--- src/rtl/slave_fifo.sv ---
// slave_fifo: valid/ready slave feeding a DEPTH-entry first-word-fall-through FIFO.
// Define SLAVE_FIFO_COUNT_EN to expose the occupancy on the count port.
module slave_fifo #(
    parameter int WIDTH = 8,
    parameter int DEPTH = 4
) (
    input  logic                     clk,
    input  logic                     rst_n,
    input  logic                     ready_en,
    input  logic                     valid,
    input  logic [WIDTH-1:0]         sdata_in,
    output logic                     ready,
    output logic [WIDTH-1:0]         sdata_out,
    output logic                     out_valid,
    input  logic                     out_ready
`ifdef SLAVE_FIFO_COUNT_EN
    ,
    output logic [$clog2(DEPTH):0]   count
`endif
);

    localparam int AW = $clog2(DEPTH);
    localparam int CW = AW + 1;

    logic [WIDTH-1:0] mem [DEPTH];
    logic [AW-1:0]    wptr;
    logic [AW-1:0]    rptr;
    logic [CW-1:0]    occ;
    logic [CW-1:0]    occ_next;
    logic             push;
    logic             pop;

    assign out_valid = (occ != '0);
    assign sdata_out = mem[rptr];
    assign push      = valid && ready;
    assign pop       = out_valid && out_ready;

    always_comb begin
        occ_next = occ;
        unique case ({push, pop})
            2'b10:   occ_next = occ + CW'(1);
            2'b01:   occ_next = occ - CW'(1);
            default: occ_next = occ;
        endcase
    end

    // Storage is deliberately left unreset; only the pointers define validity.
    always_ff @(posedge clk) begin
        if (push) begin
            mem[wptr] <= sdata_in;
        end
    end

    always_ff @(posedge clk or negedge rst_n) begin
        if (!rst_n) begin
            wptr  <= '0;
            rptr  <= '0;
            occ   <= '0;
            ready <= 1'b0;
        end else begin
            if (push) begin
                wptr <= wptr + AW'(1);
            end
            if (pop) begin
                rptr <= rptr + AW'(1);
            end
            occ   <= occ_next;
            ready <= ready_en && (occ_next < CW'(DEPTH));
        end
    end

`ifdef SLAVE_FIFO_COUNT_EN
    assign count = occ;
`endif

endmodule
--- config.mk ---
export PLATFORM = sky130hd
export DESIGN_NAME = slave_fifo
export DESIGN_NICKNAME = d
export VERILOG_FILES = /design/src/rtl/slave_fifo.sv
export SDC_FILE = /design/constraint.sdc
export NUM_CORES = 1
export LEC_CHECK = 0
export ABC_AREA = 1
export BUFFER_PORTS_ARGS = -buffer_cell sky130_fd_sc_hd__buf_2
export CAP_MARGIN = 20
export CORE_UTILIZATION = 30
export CTS_BUF_LIST = sky130_fd_sc_hd__clkbuf_4 sky130_fd_sc_hd__clkbuf_8
export DETAILED_ROUTE_END_ITERATION = 12
export HOLD_SLACK_MARGIN = 0.06
export PLACE_DENSITY = 0.55
export SYNTH_ARGS = -nofsm -noshare
export SYNTH_HDL_FRONTEND = slang
export SYNTH_SLANG_ARGS = --single-unit
--- constraint.sdc ---
create_clock -name clk -period 1.9 [get_ports clk]
set_input_delay 0.095 -clock clk [delete_from_list [all_inputs] [get_ports clk]]
set_output_delay 0.095 -clock clk [all_outputs]
set_load 0.02 [all_outputs]
==> results of run 1 <==
==> metrics by stage <==
stage / instance area [µm²] / worst slack [ns] / util, % / hold WS (ns) / total power [mW]
3_5_place_dp: 1940 / 0.0908 / 35.1 / -0.0536 / 2.56
6_report: 2170 / 0.171 / 39.2 / 0.178 / 3.23
3_3_place_gp: 1940 / 0.212 / 35.1 / -0.0575 / 2.46
4_1_cts: 2150 / 0.0769 / 38.8 / 0.169 / 3.23
2_1_floorplan: 1740 / 0.0517 / - / -0.201 / 2.23
5_1_grt: 2170 / 0.00582 / 39.2 / 0.192 / 3.46
==> report_power, final <==
part	internal, mW	leakage (nW)	total, mW	switching [mW]
sequential	1.11	0.385	1.20	0.0944
combinational	0.514	0.424	1.38	0.865
clock	0.382	0.0532	0.650	0.268
total	2.00	0.862	3.23	1.23
==> routing by layer <==
layer	wire, µm	global-route usage [%]
met5	0	0
met4	55	5.00
met3	114	3.02
met2	1850	24.0
met1	1320	12.4
==> worst paths after layout <==
| kind | start | end |
|---|---|---|
| setup reg to reg | occ[1]$_DFFE_PN0N_ | ready$_DFF_PN0_ |
| max in group asynchronous | rst_n | rptr[0]$_DFFE_PN0P_ |
| hold / removal | rst_n | occ[2]$_DFF_PN0_ |
| min in group clk | out_ready | rptr[0]$_DFFE_PN0P_ |
| hold reg to reg | occ[2]$_DFF_PN0_ | occ[2]$_DFF_PN0_ |
| setup / recovery | rptr[1]$_DFFE_PN0P_ | sdata_out[1] |
==> flip-flops by register name, indices dropped and copies added, names as in the netlist <==
name   cells
mem       32
occ        3
rptr       2
wptr       2
ready      1
==> what timing repair did <==
| action | in CTS | in global routing |
|---|---|---|
| hold buffers | 10 | 0 |
| gates resized for setup | 0 | 2 |
| hold endpoints to repair | 41 | 0 |
| buffers inserted | 0 | 2 |
| endpoints found under the setup margin | 0 | 2 |
==> cell families (layout without fill, tap and decap cells) <==
logic type | Yosys count | in the layout | share of synthesized area [%]
xor gates and xnor gates | 4 | 4 | 2.01
DFF | 40 | 40 | 66.7
adders and majority gates | 6 | 6 | 4.74
buffers and inverters | 18 | 63 | 6.32
AOI/OAI and AO/OA | 26 | 26 | 11.1
and+or+nand+nor | 36 | 36 | 9.12
==> cell type report <==
type / instances / share of cell area, %
tap: 72 / 4.15
clock inverter: 3 / 1.73
inverter: 14 / 2.77
clock buffer: 5 / 3.17
multi-input combinational: 72 / 21.9
sequential: 40 / 53.5
timing repair buffer: 41 / 12.8
==> layout by cell type (no fill, tap or decap) <==
master	Yosys	final
a21oi_1	1	1
buf_2	0	22
buf_4	1	9
bufinv_16	0	1
clkbuf_8	0	5
clkinv_1	0	2
dfrtp_1	8	8
dlygate4sd3_1	0	10
edfxtp_1	32	32
fa_2	0	1
ha_1	5	4
ha_2	0	1
inv_1	13	13
inv_8	1	1
nand2_1	11	11
nand3_1	1	1
nand4_1	1	1
nor2_1	15	15
nor2_2	8	8
o21ai_0	14	14
o21ai_1	2	2
o21ai_2	1	1
o22ai_2	8	8
xnor2_1	2	2
xor2_1	2	2
==> summary.md, run 1 <==
| Metric | Value |
|---|---|
| PortBufs | 22 |
| Highest clock rate | between 500 and 600 MHz |
| Max Cap Viol | 0 |
| Number of buffers created by CTS | 5 |
| Final Hold Violating Endpoints | 0 |
| YS warnings | 0 |
| Reg2Reg Setup Slack | ~0.21 ns |
| Max Clock Skew | about 0.006 ns |
| Final ANT Viol Nets | 0 |
| Nets@finish | slightly below 200 |
| Clock Pin Slew Worst Setup and Hold Paths | 0.07 ns |
| Clock H-tree levels | 2 |
| Pre-antenna DRT Iters | 4 |
| GR Overflow Total | 0 |
| Post-synth EDFFs | 32 |
| Clk Latency, worst-skew pair | 0.28 ns |
| Top cell family by delay on the critical path | flip-flops |
| Kind of critical path | register to output pin |
| Via count | between 1,000 and 1,500 |
| Final Setup Violations | 0 |
| Critical Path AT | between 1.5 and 2 ns |
| Initial Util | between 30% and 40% |
| Largest net degree at the start of global routing | 19 |
| Register area | between 0.001 and 0.0015 mm² |
| Slew Limit Fails | 0 |
| Cell accounting for the most synthesized area | edfxtp_1 |
| Iteration-0 DRC Markers | 66 |
| R2R cell count | 12 |
| FP Rows | 27 |
| Hold crit path type | input pin to asynchronous set/reset pin |
| WP depth | 4 |
| Slew Limit Headroom | 72.1% |
| Area taken by multi-input logic gates | roughly 480 µm² |
| Post-Place Cells | 227 |
| CP cell instances | inv_1 > o21ai_0 > o22ai_2 > buf_2 |
| Clock period minus final worst setup slack | 1.73 ns |
| Syn_nets | between 100 and 150 |
| First-pass GRT wire length | around 5600 µm |
| Seq/Total Area, Yosys | between 60% and 70% |
| Most used DFF post-synth | edfxtp_1 |
| Maximum vdd drop | about 0.45 mV |
| Fin cells | roughly 250 |
| Worst slew pin tran | 0.418 ns |
| Routed wire per std cell | ~14 µm |
| # IOs | 23 |
| Post-synthesis cell count | 130 |
| Layout cell share with drive strength beyond 1 | ~33% |
| Synth cell types | 21 |
| Antenna violations before repair | 0 |
| DP HPWL | 2220 µm |
| Synth top cells by count | 32 x edfxtp_1, 15 x nor2_1, 14 x o21ai_0, 13 x inv_1, 11 x nand2_1 |
| Flops & latches, synth | 40 |
| Post-synth top area share | a little under three fifths |
| Setup TNS | 0 ns |
| Power Dens Cells | approximately 1500 mW/mm² |
| CP Launch Type | register |
| Count leader, synth | edfxtp_1 |
| Routed wire length | between 3000 and 4000 µm |
| CP endpoint kind | output pin |
| Period utilisation layout | roughly nine tenths |
| Run status | completed |
| Bufs and invs on worst path | 2 |
| Worst-path maximum fanout | 11 |
| N_diodes | 0 |
| Post-DR vias/cell | approximately 4.5 |
| Root Driver | clkbuf_8 |
| Area contributors post-synth | edfxtp_1 55%, dfrtp_1 11%, o22ai_2 5.7%, o21ai_0 4.0%, ha_1 3.6% |
| CTS tree | yes |
| Die area | 0.00611 mm² |
| All-layer global routing usage | 12.4% |
| CTS Sinks | 40 |
| Slowest CP cell | dfrtp_1 |
| Critical Path RT | approximately 1.8 ns |
| Slowest stage delay, CP | roughly 0.54 ns |
| Layout area overhead | 24.6% |
| RSZ-0062 raised after global routing | false |
| Die Wd | about 78 µm |
| Max clock buf depth | 2 |
| Die height | between 70 and 80 µm |
| Static Leak | approximately 0.86 nW |
| Core Region | approximately 0.0055 mm² |
| DR DRC count | 0 |
| Placer Congestion | between 0.6 and 0.7 |
| Synth async-reset ratio | about 20% |
| Mapped cell area | 0.00174 mm² |
| Avg Cell Area, Syn | approximately 13 µm² |
| Fillers | 527 |
| Vias in the first global route | 1,193 |
Note: power is estimated with default switching activity, not from simulation.
==> run 2: changes to the inputs <==
--- a/config.mk
+++ b/config.mk
@@ -8,11 +8,15 @@
 export ABC_AREA = 1
 export BUFFER_PORTS_ARGS = -buffer_cell sky130_fd_sc_hd__buf_2
 export CAP_MARGIN = 20
+export CELL_PAD_IN_SITES_DETAIL_PLACEMENT = 1
+export CELL_PAD_IN_SITES_GLOBAL_PLACEMENT = 1
+export CORE_ASPECT_RATIO = 1.4
 export CORE_UTILIZATION = 30
 export CTS_BUF_LIST = sky130_fd_sc_hd__clkbuf_4 sky130_fd_sc_hd__clkbuf_8
 export DETAILED_ROUTE_END_ITERATION = 12
 export HOLD_SLACK_MARGIN = 0.06
-export PLACE_DENSITY = 0.55
+export PLACE_DENSITY = 0.63
+export SETUP_SLACK_MARGIN = 0.2
 export SYNTH_ARGS = -nofsm -noshare
 export SYNTH_HDL_FRONTEND = slang
 export SYNTH_SLANG_ARGS = --single-unit
==> summary.md, run 2 (synthesized netlist as in run 1, its figures left out) <==
| Metric | Value |
|---|---|
| Clk Latency, worst-skew pair | 0.28 ns (about the same) |
| Worst-path maximum fanout | 2 (was 11) |
| Antenna violations before repair | 0 (unchanged) |
| Largest regs | mem: 32 flops, occ: 3 flops (unchanged) |
| Iteration-0 DRC Markers | 18 (was 66) |
| Slowest stage delay, CP | 0.40 ns (was 0.54 ns) |
| First-pass GRT wire length | 5620 µm (was 5570 µm) |
| CP Launch Point | occ[0]$_DFFE_PN0N_ (was rptr[1]$_DFFE_PN0P_) |
| Max Clock Skew | 0.00669 ns (was 0.00589 ns) |
| Routed wire per std cell | 14.2 µm (was 13.5 µm) |
| Maximum vdd drop | 0.708 mV (was 0.448 mV) |
| Period utilisation layout | 87.2% (was 91.0%) |
| Pre-antenna DRT Iters | 4 (unchanged) |
| Die Wd | 66.4 µm (was 78.2 µm) |
| Kind of critical path | register to register (was register to output pin) |
| Nets@finish | 196 (was 193) |
| FP Rows | 32 (was 27) |
| Critical Path AT | 1.88 ns (was 1.63 ns) |
| Slew Limit Fails | 0 (unchanged) |
| CTS Sinks | 40 (unchanged) |
| Fin cells | 246 (was 247) |
| Final Hold Violating Endpoints | 0 (unchanged) |
| Largest net degree at the start of global routing | 18 (was 19) |
| Final instance area | 0.00220 mm² (was 0.00217 mm²) |
| RSZ-0062 raised after global routing | true (was false) |
| Reg2Reg Setup Slack | 0.24 ns (was 0.21 ns) |
| PortBufs | 22 (unchanged) |
| Post-DR vias/cell | 4.60 (was 4.48) |
| Placer Congestion | 0.725 (was 0.688) |
| Layout cell share with drive strength beyond 1 | 40.4% (was 32.6%) |
| Setup TNS | 0 ns (unchanged) |
| Commonest non-fill, non-tap cell in the layout | edfxtp_1 (unchanged) |
| Max clock buf depth | 2 (unchanged) |
| Final ANT Viol Nets | 0 (unchanged) |
| Root Driver | clkbuf_8 (unchanged) |
| DR DRC count | 0 (unchanged) |
| DP HPWL | 2440 µm (was 2220 µm) |
| Hold crit path type | input pin to asynchronous set/reset pin (unchanged) |
| Power Dens Cells | 1460 mW/mm² (was 1490 mW/mm²) |
| Reg with most FFs | mem (unchanged) |
| GR Overflow Total | 0 (unchanged) |
| Via count | 1,131 (was 1,106) |
| Clock Pin Slew Worst Setup and Hold Paths | 0.07 ns (about the same) |
| Core Region | 0.00557 mm² (was 0.00554 mm²) |
| Slowest CP cell | dfrtp_1 (unchanged) |
| Bufs and invs on worst path | 1 (was 2) |
| Crit-path most repeated cell | nand2_2 |
| CP Launch Type | register (unchanged) |
| Worst Slack Setup Final | 0.244 ns (was 0.171 ns) |
| Top cell family by delay on the critical path | simple AND/OR/NAND/NOR gates (was flip-flops) |
| Run status | completed (unchanged) |
| Routed wire length | 3510 µm (was 3340 µm) |
| Die area | 0.00612 mm² (was 0.00611 mm²) |
| Worst slew pin tran | 0.335 ns (was 0.418 ns) |
| All-layer global routing usage | 12.8% (was 12.4%) |
| Vias in the first global route | 1,200 (was 1,193) |
| Max Cap Viol | 0 (unchanged) |
| # IOs | 23 (unchanged) |
| Die height | 92.2 µm (was 78.2 µm) |
| R2r startpoint | occ[0]$_DFFE_PN0N_ (was occ[1]$_DFFE_PN0N_) |
| CP endpoint kind | register (was output pin) |
| Initial Util | 31.3% (was 31.4%) |
| Post-Place Cells | 222 (was 227) |
| Place WS | 0.0987 ns (was 0.0908 ns) |
| Commonest cells after routing, fill and taps aside | 32 x edfxtp_1, 22 x buf_2, 14 x nor2_1 (was 32 x edfxtp_1, 22 x buf_2, 15 x nor2_1) |
| Static Leak | 0.872 nW (was 0.862 nW) |
| Number of buffers created by CTS | 5 (unchanged) |
| CP cell instances | nor2_2 > nand2_2 > nand2_2 > inv_2 > ha_4 > fa_2 > nand2_2 > nand3_2 > nand2_1 > nand2_2 > nor2_1 (was inv_1 > o21ai_0 > o22ai_2 > buf_2) |
| Fillers | 614 (was 527) |
| Layout area overhead | 26.3% (was 24.6%) |
| Final Setup Violations | 0 (unchanged) |
| Clock period minus final worst setup slack | 1.66 ns (was 1.73 ns) |
| CTS tree | yes (unchanged) |
| Placed cell area | 0.00194 mm² (about the same) |
| Slew Limit Headroom | 77.6% (was 72.1%) |
| N_diodes | 0 (unchanged) |
| Highest clock rate | 604 MHz (was 578 MHz) |
| Critical Path RT | 2.12 ns (was 1.80 ns) |
| Largest register FFs | 32 (unchanged) |
| Clock H-tree levels | 2 (unchanged) |
==> run 2: cell count changes in the layout (fill, tap and decap cells not counted), sizes merged <==
cell,change
bufinv,-1
buf,+3
clkinv,+1
==> run 2: what timing repair did <==
item                                   in CTS  in global routing
endpoints found under the hold margin      41                  0
setup buffers                               3                  3
resized for setup                           2                 10
setup endpoints to repair                  10                  9
pin swaps                                   2                  7
hold buffers                               10                  0
==> run 2: per-layer routing <==
| metal | routed length, µm | track usage [%] | up-vias | part of all wire [%] |
|---|---|---|---|---|
| met5 | 0 | 0 | - | 0 |
| met4 | 23 | 4.26 | 0 | 0.66 |
| met3 | 95 | 2.99 | 4 | 2.7 |
| met2 | 2080 | 25.1 | 22 | 59 |
| met1 | 1310 | 12.5 | 566 | 37 |
| li1 | - | - | 539 | - |
==> run 2: worst register-to-register path, stage by stage (launching register included) <==
cell and delay, ns:
dfrtp_1 0.40, nor2_2 0.12, nand2_2 0.06, nand2_2 0.08, inv_2 0.04, ha_4 0.16, fa_2 0.37, nand2_2 0.09
nand3_2 0.07, nand2_1 0.08, nand2_2 0.05, nor2_1 0.07
==> run 2: worst paths after layout <==
check	to	cells past startpoint
max	ready$_DFF_PN0_	11
min	occ[0]$_DFFE_PN0N_	2
max reg2reg	ready$_DFF_PN0_	11
min reg2reg	occ[2]$_DFF_PN0_	2
max in group asynchronous	rptr[1]$_DFFE_PN0P_	2
min in group clk	occ[0]$_DFFE_PN0N_	5
==> run 2: where the power goes <==
part	internal (mW)	leakage [nW]	switching [mW]
Combinational	0.579	0.443	0.895
Clock	0.249	0.0453	0.274
Sequential	1.11	0.383	0.114
Total	1.94	0.872	1.28
==> run 2: area by class of cell <==
cell class / count / area (µm²) / share of cell area, %
Timing Repair Buffer: 44 / 304 / 13.8
Tap cell: 68 / 85.1 / 3.87
Multi-Input combinational cell: 72 / 505 / 23.0
Sequential cell: 40 / 1160 / 52.8
Clock inverter: 3 / 13.8 / 0.626
Inverter: 14 / 60.1 / 2.73
Clock buffer: 5 / 68.8 / 3.13
==> run 2: through the flow <==
step                util, %  hold slack [ns]  power [mW]
global route           39.5            0.177        3.46
CTS                    38.6            0.170        3.18
global placement       34.9          -0.0557        2.48
floorplan                 -           -0.201        2.25
detailed placement     34.9          -0.0469        2.58
finish                 39.5            0.180        3.22
